==> src/rtl/quad_step_decoder.sv <==
// Quadrature step decoder.
// Turns asynchronous encoder phases A/B and index I into registered step, direction
// and zero pulses for a 16-bit up/down position counter, using x4 decoding.
// Also flags illegal quadrature jumps with a sticky error bit.
module quad_step_decoder #(
    parameter int unsigned FILT_LEN = 4
) (
    input  logic       clk,
    input  logic       rst,
    input  logic       a_in,
    input  logic       b_in,
    input  logic       idx_in,
    input  logic       en,
    input  logic       err_clr,
    output logic       step,
    output logic       dir,
    output logic       zero,
    output logic       err,
    output logic [1:0] phase
);

    // Channel ordering used throughout: [2] = index, [1] = A, [0] = B.
    localparam int unsigned CH_IDX = 2;

    localparam logic [3:0] FILT_LIMIT   = 4'(FILT_LEN);
    localparam logic [4:0] SETTLE_LIMIT = 5'(FILT_LEN + 2);

    logic [2:0]      rawIn;
    logic [2:0]      meta_q;
    logic [2:0]      sync_q;
    logic [2:0]      filt_q;
    logic [2:0]      filt_d;
    logic [2:0][3:0] runCnt_q;
    logic [2:0][3:0] runCnt_d;

    logic [4:0]      settleCnt_q;
    logic [4:0]      settleCnt_d;
    logic            settling;

    logic [1:0]      prevPhase_q;
    logic            prevIdx_q;

    logic            step_q;
    logic            step_d;
    logic            dir_q;
    logic            dir_d;
    logic            zero_q;
    logic            zero_d;
    logic            err_q;
    logic            err_d;

    logic [1:0]      curPos;
    logic [1:0]      prevPos;
    logic [1:0]      posFwd;
    logic [1:0]      posRev;
    logic [1:0]      posJump;
    logic            isFwd;
    logic            isRev;
    logic            isIllegal;
    logic            idxRise;
    logic            atZeroPhase;

    assign rawIn = {idx_in, a_in, b_in};

    // Position of a phase along the forward Gray sequence 00 -> 01 -> 11 -> 10.
    function automatic logic [1:0] grayPos(input logic [1:0] ab);
        logic [1:0] pos;
        unique case (ab)
            2'b00:   pos = 2'd0;
            2'b01:   pos = 2'd1;
            2'b11:   pos = 2'd2;
            default: pos = 2'd3;
        endcase
        return pos;
    endfunction

    // Two-flop synchroniser for all three asynchronous encoder inputs.
    always_ff @(posedge clk) begin
        if (rst) begin
            meta_q <= '0;
            sync_q <= '0;
        end else begin
            meta_q <= rawIn;
            sync_q <= meta_q;
        end
    end

    // Settle window after reset: lets the filters pick up the resting encoder
    // position without it being mistaken for motion.
    assign settling = (settleCnt_q < SETTLE_LIMIT);

    always_comb begin
        settleCnt_d = settleCnt_q;
        if (settling) begin
            settleCnt_d = settleCnt_q + 5'd1;
        end
    end

    // Settle counter register; restarts on every reset.
    always_ff @(posedge clk) begin
        if (rst) begin
            settleCnt_q <= '0;
        end else begin
            settleCnt_q <= settleCnt_d;
        end
    end

    // Glitch filter: a channel's filtered value follows only after the synced
    // value has disagreed with it for FILT_LEN consecutive cycles.
    always_comb begin
        filt_d   = filt_q;
        runCnt_d = '0;
        for (int ch = 0; ch < 3; ch++) begin
            if (settling) begin
                filt_d[ch] = sync_q[ch];
            end else if (sync_q[ch] != filt_q[ch]) begin
                if (runCnt_q[ch] + 4'd1 == FILT_LIMIT) begin
                    filt_d[ch] = sync_q[ch];
                end else begin
                    runCnt_d[ch] = runCnt_q[ch] + 4'd1;
                end
            end
        end
    end

    // Filtered values and run counters; reset discards any pending run.
    always_ff @(posedge clk) begin
        if (rst) begin
            filt_q   <= '0;
            runCnt_q <= '0;
        end else begin
            filt_q   <= filt_d;
            runCnt_q <= runCnt_d;
        end
    end

    // Classify the move from the previous phase to the current filtered phase.
    always_comb begin
        curPos      = grayPos(filt_q[1:0]);
        prevPos     = grayPos(prevPhase_q);
        posFwd      = prevPos + 2'd1;
        posRev      = prevPos - 2'd1;
        posJump     = prevPos + 2'd2;
        isFwd       = (curPos == posFwd);
        isRev       = (curPos == posRev);
        isIllegal   = (curPos == posJump);
        idxRise     = filt_q[CH_IDX] & ~prevIdx_q;
        atZeroPhase = (filt_q[1:0] == 2'b00);
    end

    // Output next-state: pulses are gated by en, while direction and the error
    // flag keep tracking so the counter stays coherent when re-enabled.
    // Nothing but err_clr acts during settle, including direction, so the
    // resting position never looks like a move.
    always_comb begin
        step_d = 1'b0;
        zero_d = 1'b0;
        dir_d  = dir_q;
        err_d  = err_q;
        if (err_clr) begin
            err_d = 1'b0;
        end
        if (!settling) begin
            if (isFwd) begin
                step_d = en;
                dir_d  = 1'b0;
            end else if (isRev) begin
                step_d = en;
                dir_d  = 1'b1;
            end
            if (isIllegal) begin
                err_d = 1'b1;
            end
            zero_d = en & idxRise & atZeroPhase;
        end
    end

    // Phase history and registered outputs; the phase state always adopts the
    // current filtered value, even after an illegal jump.
    always_ff @(posedge clk) begin
        if (rst) begin
            prevPhase_q <= 2'b00;
            prevIdx_q   <= 1'b0;
            step_q      <= 1'b0;
            dir_q       <= 1'b0;
            zero_q      <= 1'b0;
            err_q       <= 1'b0;
        end else begin
            prevPhase_q <= filt_q[1:0];
            prevIdx_q   <= filt_q[CH_IDX];
            step_q      <= step_d;
            dir_q       <= dir_d;
            zero_q      <= zero_d;
            err_q       <= err_d;
        end
    end

    assign step  = step_q;
    assign dir   = dir_q;
    assign zero  = zero_q;
    assign err   = err_q;
    assign phase = filt_q[1:0];

endmodule

==> config.mk <==
export PLATFORM = sky130hd
export DESIGN_NAME = quad_step_decoder
export DESIGN_NICKNAME = d
export VERILOG_FILES = /design/src/rtl/quad_step_decoder.sv
export SDC_FILE = /design/constraint.sdc
export NUM_CORES = 1
export LEC_CHECK = 0
export ABC_AREA = 0
export CORE_MARGIN = 2
export CORE_UTILIZATION = 45
export DETAILED_ROUTE_END_ITERATION = 7
export PLACE_DENSITY = 0.67
export SYNTH_ARGS = -nofsm -noshare
export SYNTH_HDL_FRONTEND = slang
export SYNTH_SLANG_ARGS = --single-unit
==> constraint.sdc <==
create_clock -name clk -period 1.41 [get_ports clk]
set_input_delay 0.141 -clock clk [delete_from_list [all_inputs] [get_ports clk]]
set_output_delay 0.141 -clock clk [all_outputs]
set_load 0.05 [all_outputs]
==> results by group, run 1 <==
GRT
  – Initial antenna violation count: 0
  – First-pass GRT wire length: between 3 and 4 mm
  – Pin count of the biggest net entering global routing: 19
  – Vias in the first global route: slightly below 900
  – Total grt overflow: 0
  – Overall routing resource usage: 0.152

Synthesis
  – Synth unique cells: 25
  – Cell count after synthesis: between 100 and 150
  – Post-synth EDFFs: 0
  – Main synth FF type: dfxtp_1
  – Multiplexer share of the synthesized area: 0.0173
  – Largest family of logic cells by synthesized area: simple AND/OR/NAND/NOR gates
  – Syn avg cell area: approximately 10 µm²
  – Ys async rst share: 0
  – Synth Area in XOR/XNOR: 0.0780
  – Adder and majority gate portion of the synthesized area: 0.0866
  – Ys Warns: 0
  – Yosys reg bits: 33
  – Synth Area in Simple Gates: 0.200
  – Sequential area share after synthesis: 0.508
  – Compound-Gate Fraction of Synth Area: 0.0751
  – Syn_nets: ~140
  – Synth Cell Area: between 0.001 and 0.0015 mm²

Flow run
  – Max-Cap Viols: 0

Timing
  – Final period demand of the worst path: about 1.4 ns
  – Fmax: ~700 MHz
  – Setup-failing EPs final: 1
  – Unrepaired setup endpoints after global routing: true
  – Setup Skew: 0.00868 ns
  – Max Slew Vio Count: 0
  – Worst slew pin tran: 0.358 ns
  – Slew HR: 0.761
  – Final worst-path cycle share: 1.02
  – Final WS setup: -0.0248 ns
  – Final Hold Viols: 0
  – Setup TNS Final: -0.0248 ns

Outcome
  – Outcome: complete, but fails checks
  – Failing checks: setup timing

Layout
  – Most common cell after layout, fill and taps aside: dfxtp_1
  – Most frequent cells in the layout: dfxtp_1, buf_4, nor2_1
  – Layout area overhead: 22.9%
  – Core Util, Final: 0.579
  – # diodes: 0
  – Nets: 168
  – Layout cells sized above 1: 0.211

Clock network
  – Post-CTS setup buffers: 0
  – H-tree depth: 2
  – Clock sink count: 33
  – CTS Buf Count: 5
  – TritonCTS clock tree: built
  – Worst-Skew Late Latency: ~0.32 ns
  – Worst-case clock buffer depth: 2
  – CTS clk-pin slew, worst paths: 0.10 ns
  – Clk root buf: clkbuf_4

Setup path
  – Reg-to-reg slack, setup: -0.02 ns
  – Critical Path Fanout Max: 2
  – Crit path kind: flip-flop to flip-flop
  – Worst Setup End Kind: flip-flop
  – Buf/Inv on CP: 1
  – Cell family with most CP delay: XOR/XNOR gates
  – Worst path slowest cell: xnor3_1
  – Reg2reg end: dir$_SDFFE_PP0P_
  – R2r worst-path depth: 4
  – Required @ worst endpoint: 1.62 ns
  – CP arrival: about 1.7 ns
  – Worst R2R Start: prevPhase_q[0]$_SDFF_PP0_
  – CP Launch Type: flip-flop
  – Crit-path cells: inv_2 > ha_4 > xnor3_1 > o311a_1
  – CP max stage delay: 0.38 ns

Placement
  – HPWL reported at the end of detailed placement: around 1.6 mm
  – # port buffers: 12
  – Routability cong.: roughly 0.73

Pwr
  – P_sw: 354 µW
  – Switch share: 0.221
  – Power Density: roughly 1000 mW/mm²
  – Part of the power in registers: 0.606
  – Power, Total: between 1.5 and 2 mW
  – Pint: ~1.2 mW
  – Worst vdd ir: between 0.0007 and 0.0008 V
  – Comb pwr share: 0.065
  – Clock share of power: 0.329
  – P_leak: a little under 0.7 nW

Route
  – 1st-iter DRT viols: 27
  – DRT Pass-1 Iters: 5
  – Routed WL per cell: roughly 12 µm
  – Final ANT Viol Nets: 0
  – Vias/cell: roughly 5.0
  – Detailed Route WL: 2.18 mm
  – Vias: 916
  – Remaining DRCs: 0

Die
  – Number of cell rows: 19
  – DIE WIDTH: just under 60 µm
  – CORE AREA: roughly 0.0028 mm²
  – Top Ports: 13
  – Starting Density: 0.471
  – Die Area: ~0.0033 mm²
  – Die span in y: 57.8 µm

Hold path
  – Hold Path Class: input port to flip-flop
  – WHS Endpoint: meta_q[0]$_SDFF_PP0_
  – HP Start: b_in
  – Hold depth: 2
==> final cells by class <==
| class | instances | area (µm²) |
|---|---|---|
| inverter | 6 | 22.5 |
| multi-input combinational | 85 | 619 |
| tap | 31 | 38.8 |
| timing repair buffer | 21 | 198 |
| fill | 240 | 1160 |
| clock buffer | 7 | 55.1 |
| sequential | 33 | 664 |
==> routing by layer <==
metal | GRT usage | vias up | part of all wire
met3 | 0.0424 | 4 | 0.036
met2 | 0.222 | 15 | 0.46
met5 | 0 | - | 0
met4 | 0.0997 | 0 | 0.024
li1 | - | 475 | -
met1 | 0.197 | 422 | 0.48
==> stage by stage <==
stage	instances	worst slack (ns)	instance area, µm²	hold WS (ns)
6_report	183	-0.0248	1600	0.364
5_1_grt	183	-0.0824	1600	0.363
4_1_cts	183	-0.0396	1590	0.348
3_5_place_dp	176	-0.0914	1510	0.397
3_3_place_gp	176	-0.00961	1510	0.381
2_1_floorplan	128	0.00519	1300	0.269
==> synth_stat cells, types with 2 or more instances <==
cell type | instances | share of area
ha_1 | 9 | 0.087
nand2_1 | 5 | 0.014
nor2b_1 | 9 | 0.043
dfxtp_1 | 33 | 0.51
xor2_1 | 8 | 0.054
clkbuf_1 | 2 | 0.0058
buf_4 | 2 | 0.012
o21ai_0 | 4 | 0.015
nand3_1 | 7 | 0.027
nor2_1 | 12 | 0.035
nor3_1 | 4 | 0.015
or3_1 | 3 | 0.014
nor3b_1 | 6 | 0.035
inv_1 | 6 | 0.017
mux2_2 | 2 | 0.017
a21oi_1 | 6 | 0.023
nand3b_1 | 2 | 0.012
==> cell families after synthesis <==
| family | Yosys count |
|---|---|
| adders and majority gates | 9 |
| and+or+nand+nor | 49 |
| AOI/OAI and AO/OA | 15 |
| buffers and inverters | 10 |
| xor gates and xnor gates | 10 |
| muxes | 2 |
| DFF | 33 |
==> state kept, by name (all words and copies together) (netlist names) <==
register and count:
settleCnt_q 5, filt_q 3, prevIdx_q 1, runCnt_q 12, err 1, prevPhase_q 2
sync_q 3, step 1, zero 1, meta_q 3, dir 1
==> worst reg2reg max path, stage by stage (launching register included) <==
cell and delay, ns:
dfxtp_2 0.35, inv_2 0.04, ha_4 0.26, xnor3_1 0.38, o311a_1 0.30
==> power by group through the flow <==
stage,registers (mW),clock network [mW],logic [mW]
2_1_floorplan,0.988,0,0.0602
3_3_place_gp,0.988,0,0.101
3_5_place_dp,0.989,0,0.104
4_1_cts,0.968,0.546,0.105
5_1_grt,0.971,0.594,0.117
6_report,0.968,0.526,0.104
==> worst max-delay path by stage <==
stage	startpoint	end	slack, ns	cells past startpoint
after global routing	prevPhase_q[0]$_SDFF_PP0_	dir$_SDFFE_PP0P_	-0.08	4
after CTS	prevPhase_q[0]$_SDFF_PP0_	dir$_SDFFE_PP0P_	-0.04	4
after detailed placement	prevPhase_q[0]$_SDFF_PP0_	dir$_SDFFE_PP0P_	-0.09	4
final	prevPhase_q[0]$_SDFF_PP0_	dir$_SDFFE_PP0P_	-0.02	4
after floorplan	prevPhase_q[0]$_SDFF_PP0_	dir$_SDFFE_PP0P_	0.005	4
after global placement	prevPhase_q[0]$_SDFF_PP0_	dir$_SDFFE_PP0P_	-0.01	4
==> what timing repair did <==
item,in CTS,in global routing
gates resized for setup,5,3
hold buffers,0,0
setup endpoints to repair,1,4
No activity file was read; power rests on OpenSTA's default activity.
==> run 2, diff against run 1 <==
--- a/config.mk
+++ b/config.mk
@@ -9,6 +9,7 @@
 export CORE_MARGIN = 2
 export CORE_UTILIZATION = 45
 export DETAILED_ROUTE_END_ITERATION = 7
+export GPL_ROUTABILITY_DRIVEN = 0
 export PLACE_DENSITY = 0.67
 export SYNTH_ARGS = -nofsm -noshare
 export SYNTH_HDL_FRONTEND = slang
==> results of run 2 <==
Final layout, timing and power as in run 1 (identical DEF).
